<file path="src/rtl/hazard_pkg.sv">
// -----------------------------------------------------------------------------
// hazard_pkg
// Shared definitions for the pipeline hazard sequencer:
//   hz_state_t          - sequencer FSM state encoding (2 bits)
//   DEFAULT_MEM_TIMEOUT - default number of consecutive data-memory wait
//                         cycles tolerated before the sequencer faults
// -----------------------------------------------------------------------------
package hazard_pkg;

   typedef enum logic [1:0] {
      ST_RUN      = 2'd0,
      ST_MEM_WAIT = 2'd1,
      ST_FAULT    = 2'd2
   } hz_state_t;

   localparam int DEFAULT_MEM_TIMEOUT = 64;

endpackage

</file>
<file path="src/rtl/hazard_sequencer_sat_counter.sv">
// -----------------------------------------------------------------------------
// sat_counter
// Saturating up-counter used for hazard performance statistics. It sticks at
// all-ones instead of wrapping.
// Ports:
//   clk      in  rising-edge clock
//   reset_n  in  asynchronous active-low reset (clears count)
//   inc      in  increment request for this cycle
//   count    out current count, W bits
// -----------------------------------------------------------------------------
module sat_counter #(
   parameter int W = 16
) (
   input  logic         clk,
   input  logic         reset_n,
   input  logic         inc,
   output logic [W-1:0] count
);

   always_ff @(posedge clk or negedge reset_n) begin
      if (!reset_n) begin
         count <= '0;
      end else if (inc && !(&count)) begin
         count <= count + W'(1);
      end
   end

endmodule

</file>
<file path="src/rtl/hazard_sequencer.sv">
// -----------------------------------------------------------------------------
// hazard_sequencer
// Pipeline hazard controller: resolves load-use stalls, taken-branch flushes
// and data-memory wait stalls, and faults after too many consecutive memory
// wait cycles. Control outputs are purely combinational on state and inputs.
//
// Optional feature: define HAZARD_PERF_CNT_EN to build the three saturating
// performance counters; otherwise the counter outputs are tied to zero.
//
// Ports:
//   clk, reset_n              clock, asynchronous active-low reset
//   IDEX_MemRead, IDEX_Rt     EX-stage load flag and destination register
//   RS, RT, ID_UsesRt         ID-stage source registers and rt-use flag
//   BranchTaken               EX-stage branch/jump resolved taken
//   MemReq, MemReady          MEM-stage access pending / completing
//   PCWrite .. EXMEMWrite     pipeline register write enables
//   HazardMux                 insert a bubble into ID/EX
//   IFIDFlush, IDEXFlush      squash wrong-path instructions
//   MemTimeout                sequencer is in FAULT
//   LuStallCnt, MemStallCnt,
//   FlushCnt                  performance counters (CNT_W bits)
//   dbg_state                 current FSM state, for observation
//
// Handshake: MemReq/MemReady is a valid/ready pair. An access completes in the
// cycle where MemReq and MemReady are both high; MemReq high with MemReady low
// is a wait cycle, and MemReq dropping while waiting also ends the wait.
// -----------------------------------------------------------------------------
module hazard_sequencer
   import hazard_pkg::*;
#(
   parameter int REG_W       = 5,
   parameter int MEM_TIMEOUT = DEFAULT_MEM_TIMEOUT,
   parameter int CNT_W       = 16
) (
   input  logic             clk,
   input  logic             reset_n,
   input  logic             IDEX_MemRead,
   input  logic [REG_W-1:0] IDEX_Rt,
   input  logic [REG_W-1:0] RS,
   input  logic [REG_W-1:0] RT,
   input  logic             ID_UsesRt,
   input  logic             BranchTaken,
   input  logic             MemReq,
   input  logic             MemReady,
   output logic             PCWrite,
   output logic             IFIDWrite,
   output logic             IDEXWrite,
   output logic             EXMEMWrite,
   output logic             HazardMux,
   output logic             IFIDFlush,
   output logic             IDEXFlush,
   output logic             MemTimeout,
   output logic [CNT_W-1:0] LuStallCnt,
   output logic [CNT_W-1:0] MemStallCnt,
   output logic [CNT_W-1:0] FlushCnt,
   output logic [1:0]       dbg_state
);

   localparam int WAIT_W = $clog2(MEM_TIMEOUT + 1);

   hz_state_t         state, state_nxt;
   logic [WAIT_W-1:0] wait_cnt, wait_nxt;
   logic              mem_stall, lu_stall;

   assign mem_stall = MemReq & ~MemReady;
   // Register 0 is hardwired zero, so a load targeting it never creates a hazard.
   assign lu_stall  = IDEX_MemRead & (IDEX_Rt != '0) &
                      ((IDEX_Rt == RS) | (ID_UsesRt & (IDEX_Rt == RT)));
   assign dbg_state = state;

   always_ff @(posedge clk or negedge reset_n) begin
      if (!reset_n) begin
         state    <= ST_RUN;
         wait_cnt <= '0;
      end else begin
         state    <= state_nxt;
         wait_cnt <= wait_nxt;
      end
   end

   // wait_cnt holds the number of consecutive stall cycles already seen,
   // including the RUN cycle in which the stall started.
   always_comb begin
      state_nxt = state;
      wait_nxt  = wait_cnt;
      case (state)
         ST_RUN: begin
            wait_nxt = '0;
            if (mem_stall) begin
               wait_nxt  = WAIT_W'(1);
               state_nxt = (MEM_TIMEOUT <= 1) ? ST_FAULT : ST_MEM_WAIT;
            end
         end
         ST_MEM_WAIT: begin
            if (mem_stall) begin
               if (wait_cnt >= WAIT_W'(MEM_TIMEOUT - 1)) begin
                  state_nxt = ST_FAULT;
               end else begin
                  wait_nxt = wait_cnt + WAIT_W'(1);
               end
            end else begin
               // MemReady or MemReq dropping both end the wait this cycle.
               state_nxt = ST_RUN;
               wait_nxt  = '0;
            end
         end
         ST_FAULT: begin
            state_nxt = ST_FAULT;
         end
         default: begin
            state_nxt = ST_RUN;
            wait_nxt  = '0;
         end
      endcase
   end

   // Priority: FAULT > mem_stall > BranchTaken > lu_stall. While reset is
   // asserted the pipeline sees the free-running defaults.
   always_comb begin
      PCWrite    = 1'b1;
      IFIDWrite  = 1'b1;
      IDEXWrite  = 1'b1;
      EXMEMWrite = 1'b1;
      HazardMux  = 1'b0;
      IFIDFlush  = 1'b0;
      IDEXFlush  = 1'b0;
      MemTimeout = 1'b0;
      if (!reset_n) begin
         MemTimeout = 1'b0;
      end else if (state == ST_FAULT) begin
         PCWrite    = 1'b0;
         IFIDWrite  = 1'b0;
         IDEXWrite  = 1'b0;
         EXMEMWrite = 1'b0;
         MemTimeout = 1'b1;
      end else if (mem_stall) begin
         PCWrite    = 1'b0;
         IFIDWrite  = 1'b0;
         IDEXWrite  = 1'b0;
         EXMEMWrite = 1'b0;
      end else if (BranchTaken) begin
         IFIDFlush = 1'b1;
         IDEXFlush = 1'b1;
      end else if (lu_stall) begin
         PCWrite   = 1'b0;
         IFIDWrite = 1'b0;
         HazardMux = 1'b1;
      end
   end

`ifdef HAZARD_PERF_CNT_EN
   logic lu_inc, mem_inc, fl_inc;

   // Classify the cycle from the decoded outputs so the counters track exactly
   // what the pipeline was told to do.
   assign lu_inc  = HazardMux;
   assign mem_inc = ~EXMEMWrite & ~MemTimeout;
   assign fl_inc  = IFIDFlush;

   sat_counter #(.W(CNT_W)) u_lu_cnt (
      .clk     (clk),
      .reset_n (reset_n),
      .inc     (lu_inc),
      .count   (LuStallCnt)
   );

   sat_counter #(.W(CNT_W)) u_mem_cnt (
      .clk     (clk),
      .reset_n (reset_n),
      .inc     (mem_inc),
      .count   (MemStallCnt)
   );

   sat_counter #(.W(CNT_W)) u_fl_cnt (
      .clk     (clk),
      .reset_n (reset_n),
      .inc     (fl_inc),
      .count   (FlushCnt)
   );
`else
   assign LuStallCnt  = '0;
   assign MemStallCnt = '0;
   assign FlushCnt    = '0;
`endif

endmodule
</file>
<file path="config.mk">
export PLATFORM = sky130hd
export DESIGN_NAME = hazard_sequencer
export DESIGN_NICKNAME = d
export VERILOG_FILES = /design/src/rtl/hazard_pkg.sv /design/src/rtl/hazard_sequencer_sat_counter.sv /design/src/rtl/hazard_sequencer.sv
export SDC_FILE = /design/constraint.sdc
export NUM_CORES = 1
export LEC_CHECK = 0
export BUFFER_PORTS_ARGS = -buffer_cell sky130_fd_sc_hd__buf_4
export CAP_MARGIN = 5
export CORE_ASPECT_RATIO = 0.8
export CORE_UTILIZATION = 40
export DETAILED_ROUTE_END_ITERATION = 10
export GPL_TIMING_DRIVEN = 0
export PLACE_DENSITY = 0.84
export SKIP_LAST_GASP = 1
export SLEW_MARGIN = 40
export SYNTH_ARGS = -nofsm -noshare
export SYNTH_HDL_FRONTEND = slang
export SYNTH_SLANG_ARGS = --single-unit
</file>
<file path="constraint.sdc">
create_clock -name clk -period 1.8 [get_ports clk]
set_clock_uncertainty 0.05 [all_clocks]
set_input_delay 0.27 -clock clk [delete_from_list [all_inputs] [get_ports clk]]
set_output_delay 0.27 -clock clk [all_outputs]
set_load 0.02 [all_outputs]
</file>
==> results of run 1 <==
[cells in the final DEF (no fill, tap or decap), types with 3 or more instances in the layout]
cell type,Yosys,routed
nand2_1,4,4
o21ai_2,2,3
buf_4,51,77
a21oi_1,6,6
xor2_1,9,7
buf_6,0,5
clkbuf_4,0,3
nor2_1,5,5
inv_1,3,3
conb_1,1,48
dfrtp_1,9,7
[cell type report]
| type | instances | area [µm²] |
|---|---|---|
| inverter | 3 | 11.3 |
| sequential | 9 | 228 |
| clock buffer | 4 | 26.3 |
| timing repair buffer | 33 | 269 |
| multi-input combinational | 108 | 667 |
| buffer | 50 | 375 |
| tap | 36 | 45.0 |
| fill | 232 | 861 |
[what timing repair did]
item / in CTS / in global routing
pin swaps: 3 / 5
hold buffers: 1 / 0
endpoints found under the setup margin: 6 / 4
buffers inserted: 2 / 0
hold endpoints to repair: 9 / 0
gates resized for setup: 5 / 10
[metrics by stage]
stage	cells	TNS [ns]	hold WS (ns)
finish	243	0	0.255
global route	243	-0.0360	0.267
CTS	243	0	0.254
detailed placement	238	-0.0612	0.0625
global placement	238	-0.0631	0.0615
floorplan	171	0	-0.0756
[per-layer routing]
layer	wire [µm]	vias to the layer above	track usage [%]	part of all wire [%]
li1	-	484	-	-
met1	838	398	19.2	38
met2	1150	52	23.8	52
met3	226	2	6.37	10
met4	6	0	4.65	0.27
met5	0	-	0	0
[sequential cells by signal, summed over array words and instances, names as in the netlist]
name       cells
dbg_state      2
wait_cnt       7
[worst reg2reg max path, delay by kind of cell, from the launching register on]
family | cells | cell delay, ns
adders and majority gates | 1 | 0.23
DFF | 1 | 0.42
AOI/OAI and AO/OA | 4 | 0.74
[final timing paths]
path                       slack (ns)        start            to  cells after the start
setup / recovery                 0.05        RT[0]     IFIDWrite                      6
hold / removal                   0.26     MemReady  dbg_state[0]                      3
setup reg to reg                 0.26  wait_cnt[0]   wait_cnt[1]                      5
hold reg to reg                  0.51  wait_cnt[1]   wait_cnt[1]                      1
max in group asynchronous        0.93      reset_n  dbg_state[1]                      2
min in group asynchronous        0.46      reset_n   wait_cnt[2]                      2
[where the power goes]
group	switching [mW]	internal, mW	total [mW]
registers	0.00429	0.206	0.211
clock network	0.0670	0.0852	0.152
logic	0.165	0.143	0.308
total	0.237	0.434	0.671
[logic make-up (layout without fill, tap and decap cells)]
family | Yosys count | in the layout | synth area share [%]
XOR/XNOR | 11 | 11 | 9.07
AO/OA/AOI/OAI | 20 | 20 | 13.8
flip-flops | 9 | 9 | 21.2
buffers and inverters | 54 | 90 | 37.1
other | 1 | 48 | 0.353
AND/OR/NAND/NOR | 28 | 28 | 17.3
adder cells (fa/ha/maj) | 1 | 1 | 1.18
==> Implementation_results.wiki, run 1 <==
{| class="wikitable"
! Metric !! Value
|-
| Flip-flop and latch count after synthesis || 9
|-
| Global placement routability congestion || ~0.86
|-
| Total detailed-routing wirelength || 2.22 mm
|-
| Dominant register cell in the synthesized netlist || dfrtp_1
|-
| Min-Delay Path Class || primary input to register
|-
| Total CTS buffers || 3
|-
| CP startpoint kind || primary input
|-
| Cell area after placement || 0.00152 mm²
|-
| CTS Sinks || 9
|-
| Area added between synthesis and finish || 52.7%
|-
| GR Overflow Total || 0
|-
| CP top delay family || compound AO/OA/AOI/OAI gates
|-
| LEAKAGE || 0.893 nW
|-
| Maximum vdd drop || roughly 0.28 mV
|-
| Most repeated library cell on the critical path || buf_6
|-
| Cell area after layout || 0.00162 mm²
|-
| Data arrival, critical path || approximately 1.4 ns
|-
| Clock transition at the register clock pins on the worst setup and hold paths after CTS || approximately 0.06 ns
|-
| Number of global-route vias before repair || between 600 and 700
|-
| PD cells || 414 mW/mm²
|-
| Kind of critical path || primary input to primary output
|-
| Number of nets with antenna violations after routing || 0
|-
| Wire length of the first global-routing pass || 3.08 mm
|-
| Setup slack after placement || -0.0612 ns
|-
| Vert. Die Dim || 48.1 µm
|-
| Run status || completed
|-
| Ant diodes || 0
|-
| Area of the mapped netlist || 0.00106 mm²
|-
| Worst stage delay on the critical path || 0.32 ns
|-
| Unrepaired setup endpoints after global routing || true
|-
| Seq/Total Area, Yosys || about a fifth
|-
| List of most frequent post-synthesis cells || buf_4, dfrtp_1, xor2_1, a21oi_1, nor2_1
|-
| Crit share post-route || 97.1%
|-
| HPWL Detailed || 1.82 mm
|-
| Required arrival time at the worst endpoint || roughly 1.5 ns
|-
| Largest net degree at the start of global routing || 10
|-
| Count of cell types in the netlist || 36
|-
| Slowest library cell on the worst path || nor4_2
|-
| Maximum level of the CTS H-tree || 1
|-
| Total chip power || ~0.67 mW
|-
| Number of port buffers || 31
|-
| CTS tree || done
|-
| Number of DRC violations after detailed-routing iteration 0 || 32
|-
| Type of destination of the critical path || primary output
|-
| Number of standard-cell rows in the floorplan || 16
|-
| Via/cell ratio || 3.85
|-
| Placeable Area || around 0.0025 mm²
|-
| Number of remaining DRC errors || 0
|-
| Cell with the most instances after synthesis || buf_4
|-
| Top cells by area, synth || buf_4, dfrtp_1, xor2_1
|-
| Number of optimization iterations in the first detailed-route pass || 4
|-
| Minimum clock period after layout || 1.75 ns
|-
| Routed len/inst || 9.15 µm
|-
| Post-synth top area share || 36.0%
|-
| Number of synthesized flops with an enable pin || 0
|-
| Share of final-layout standard cells stronger than drive strength 1 || between 40 and 50%
|-
| Die boundary width || 59.6 µm
|-
| Syn Area/Cell || 8.57 µm²
|-
| Starting utilization of the core area || 42.8%
|-
| Worst-Skew Late Latency || 0.26 ns
|-
| Synth area leader || buf_4
|-
| Final core utilization || about two thirds
|-
| DIE AREA || 0.00287 mm²
|-
| Total global routing track utilization || 15.1%
|-
| Proportion of synthesized flip-flops having asynchronous set or reset || 100%
|-
| Number of hold violations in the final report || 0
|-
| Nets || about 230
|-
| Total vias in the final route || 936
|-
| Antenna violations before repair || 0
|-
| Total buffers and inverters traversed by the critical path || 2
|-
| Number of warnings printed during yosys synthesis || 0
|-
| Total setup violations reported at the end of the flow || 0
|-
| CTS root buffer || clkbuf_4
|-
| Fin. max-slew vios || 0
|-
| Crit-path cells || buf_6 -> xor2_2 -> nor4_2 -> a32oi_2 -> o21a_1 -> buf_6
|-
| Post-synthesis cell count || 124
|-
| Crit Path Max Fanout || 2
|-
| Maximum clock frequency || 572 MHz
|-
| Max-capacitance violation count || 0
|-
| CTS Buffer Depth || 2
|-
| PnR worst setup slack || 0.0523 ns
|-
| Num ports || 80
|}
Note: power is estimated with default switching activity, not from simulation.
==> run 2: changes to the inputs <==
--- a/config.mk
+++ b/config.mk
@@ -7,11 +7,13 @@
 export LEC_CHECK = 0
 export BUFFER_PORTS_ARGS = -buffer_cell sky130_fd_sc_hd__buf_4
 export CAP_MARGIN = 5
+export CELL_PAD_IN_SITES_DETAIL_PLACEMENT = 1
+export CELL_PAD_IN_SITES_GLOBAL_PLACEMENT = 2
 export CORE_ASPECT_RATIO = 0.8
-export CORE_UTILIZATION = 40
+export CORE_UTILIZATION = 20
 export DETAILED_ROUTE_END_ITERATION = 10
 export GPL_TIMING_DRIVEN = 0
-export PLACE_DENSITY = 0.84
+export PLACE_DENSITY = 0.83
 export SKIP_LAST_GASP = 1
 export SLEW_MARGIN = 40
 export SYNTH_ARGS = -nofsm -noshare
==> Implementation_results.wiki, run 2 (synthesis gave the netlist of run 1 again) <==
{| class="wikitable"
! Metric !! Value
|-
| Run status || completed
|-
| Capturing element of the worst setup path || IFIDWrite
|-
| Maximum vdd drop || 0.157 mV
|-
| Crit-path cells || buf_4 -> xor2_1 -> nor4_2 -> a32oi_1 -> o21a_1 -> buf_4
|-
| Total CTS buffers || 3
|-
| Total global routing track utilization || 8.92%
|-
| Clock transition at the register clock pins on the worst setup and hold paths after CTS || approximately 0.040 ns
|-
| Num ports || 80
|-
| Total detailed-routing wirelength || approximately 2.7 mm
|-
| Max-capacitance violation count || 0
|-
| Total negative slack || 0 ns
|-
| Largest net degree at the start of global routing || 10
|-
| Number of global-route vias before repair || 828
|-
| Number of optimization iterations in the first detailed-route pass || 3
|-
| Placeable Area || 0.00506 mm²
|-
| Count of buffers added by post-CTS timing repair for setup || 0
|-
| Destination of the worst register-to-register timing path || wait_cnt[1]
|-
| Via/cell ratio || 3.53
|-
| Required arrival time at the worst endpoint || approximately 1.5 ns
|-
| Share of final-layout standard cells stronger than drive strength 1 || ~47%
|-
| Number of standard-cell rows in the floorplan || 23
|-
| Final core utilization || 32.0%
|-
| Largest reg by FF count || wait_cnt
|-
| PD cells || approximately 460 mW/mm²
|-
| CTS root buffer || clkbuf_8
|-
| Crit Path Max Fanout || 3
|-
| Number of nets with antenna violations after routing || 0
|-
| Crit share post-route || a little over nine tenths
|-
| Global placement routability congestion || 0.707
|-
| CTS Sinks || 9
|-
| Wire length of the first global-routing pass || approximately 3.8 mm
|-
| Maximum level of the CTS H-tree || 1
|-
| DIE AREA || 0.00561 mm²
|-
| CTS tree || done
|-
| Maximum clock frequency || about 570 MHz
|-
| Worst-Skew Late Latency || 0.23 ns
|-
| Antenna violations before repair || 0
|-
| Starting utilization of the core area || 21.0%
|-
| Slack of the worst reg-to-reg path || 0.26 ns
|-
| CTS Buffer Depth || 2
|-
| Ant diodes || 0
|-
| Most common cell after layout, fill and taps aside || buf_4
|-
| LEAKAGE || 0.885 nW
|-
| Reg2reg start || wait_cnt[0]
|-
| Total setup violations reported at the end of the flow || 0
|-
| Number of remaining DRC errors || 0
|-
| HPWL Detailed || 2.27 mm
|-
| Leading cell types in the layout, fill and taps excluded || buf_4, conb_1, xor2_1, dfrtp_1, a21oi_1
|-
| Fin. max-slew vios || 0
|-
| Worst stage delay on the critical path || 0.30 ns
|-
| Minimum clock period after layout || 1.74 ns
|-
| GR Overflow Total || 0
|-
| Total buffers and inverters traversed by the critical path || 2
|-
| Data arrival, critical path || 1.42 ns
|-
| Slowest library cell on the worst path || nor4_2
|-
| Number of hold violations in the final report || 0
|-
| Nets || 230
|-
| Area added between synthesis and finish || 52.4%
|-
| Min-Delay Path Class || primary input to register
|-
| Cells on worst reg2reg path || 5
|-
| Type of destination of the critical path || primary output
|-
| Vert. Die Dim || 67.2 µm
|-
| Total vias in the final route || roughly 950
|-
| Most repeated library cell on the critical path || buf_4
|-
| Routed len/inst || 9.95 µm
|-
| Die boundary width || 83.5 µm
|-
| Number of port buffers || 31
|-
| Number of DRC violations after detailed-routing iteration 0 || 30
|-
| Origin of the worst setup path || IDEX_Rt[3]
|-
| Kind of critical path || primary input to primary output
|-
| CP top delay family || compound AO/OA/AOI/OAI gates
|-
| CP startpoint kind || primary input
|-
| Flip-flop count of the largest register after layout || 7
|-
| WP depth || 6
|}
## run 2: cell count changes in the layout (fill, tap and decap cells not counted), sizes merged
cell,delta
buf,-1
## run 2: area by class of cell
| cell class | instances | area, µm² |
|---|---|---|
| Timing Repair Buffer | 32 | 246 |
| Sequential cell | 9 | 226 |
| Buffer | 50 | 375 |
| Tap cell | 62 | 77.6 |
| Inverter | 3 | 11.3 |
| Clock buffer | 4 | 45.0 |
| Multi-Input combinational cell | 108 | 637 |
| Fill cell | 615 | 3450 |
## run 2: how the worst min path moves through the flow
stage | startpoint | endpoint | slack, ns | cells past startpoint
floorplan | reset_n | dbg_state[0] | -0.08 | 0
global placement | reset_n | wait_cnt[1] | 0.07 | 1
detailed placement | reset_n | wait_cnt[2] | 0.07 | 1
CTS | MemReady | dbg_state[0] | 0.30 | 3
global route | MemReady | dbg_state[0] | 0.32 | 3
finish | MemReady | dbg_state[0] | 0.30 | 3
## run 2: per-stage QoR
step           hold slack (ns)  std cells  total power [mW]  cell area, µm²  worst slack (ns)
5_1_grt                  0.320        268             0.789            1620          -0.00727
3_3_place_gp            0.0710        264             0.501            1550           -0.0731
2_1_floorplan          -0.0756        171             0.434            1240            0.0165
4_1_cts                  0.302        268             0.751            1610            0.0379
3_5_place_dp            0.0726        264             0.503            1550           -0.0756
6_report                 0.304        268             0.746            1620            0.0561
## run 2: worst register-to-register path: cells and delay by family, from the launching register on
family | cells | cell delay [ns]
flops | 1 | 0.42
compound gates | 4 | 0.72
fa+ha+maj | 1 | 0.23
## run 2: report_power, final
group	total (mW)	leakage, nW	switching (mW)	internal [mW]
logic	0.298	0.740	0.162	0.136
clock network	0.235	0.0228	0.0808	0.154
registers	0.213	0.122	0.00595	0.207
## run 2: repair_timing
item,CTS,global route
pin swaps,3,2
endpoints found under the hold margin,9,0
gates resized for setup,5,1
hold buffers,1,0
endpoints found under the setup margin,4,3
## run 2: layer usage
layer	track usage (%)	wire length [µm]
met2	15.9	1460
met1	10.4	1060
met4	3.81	28
met5	0	0
met3	2.32	122
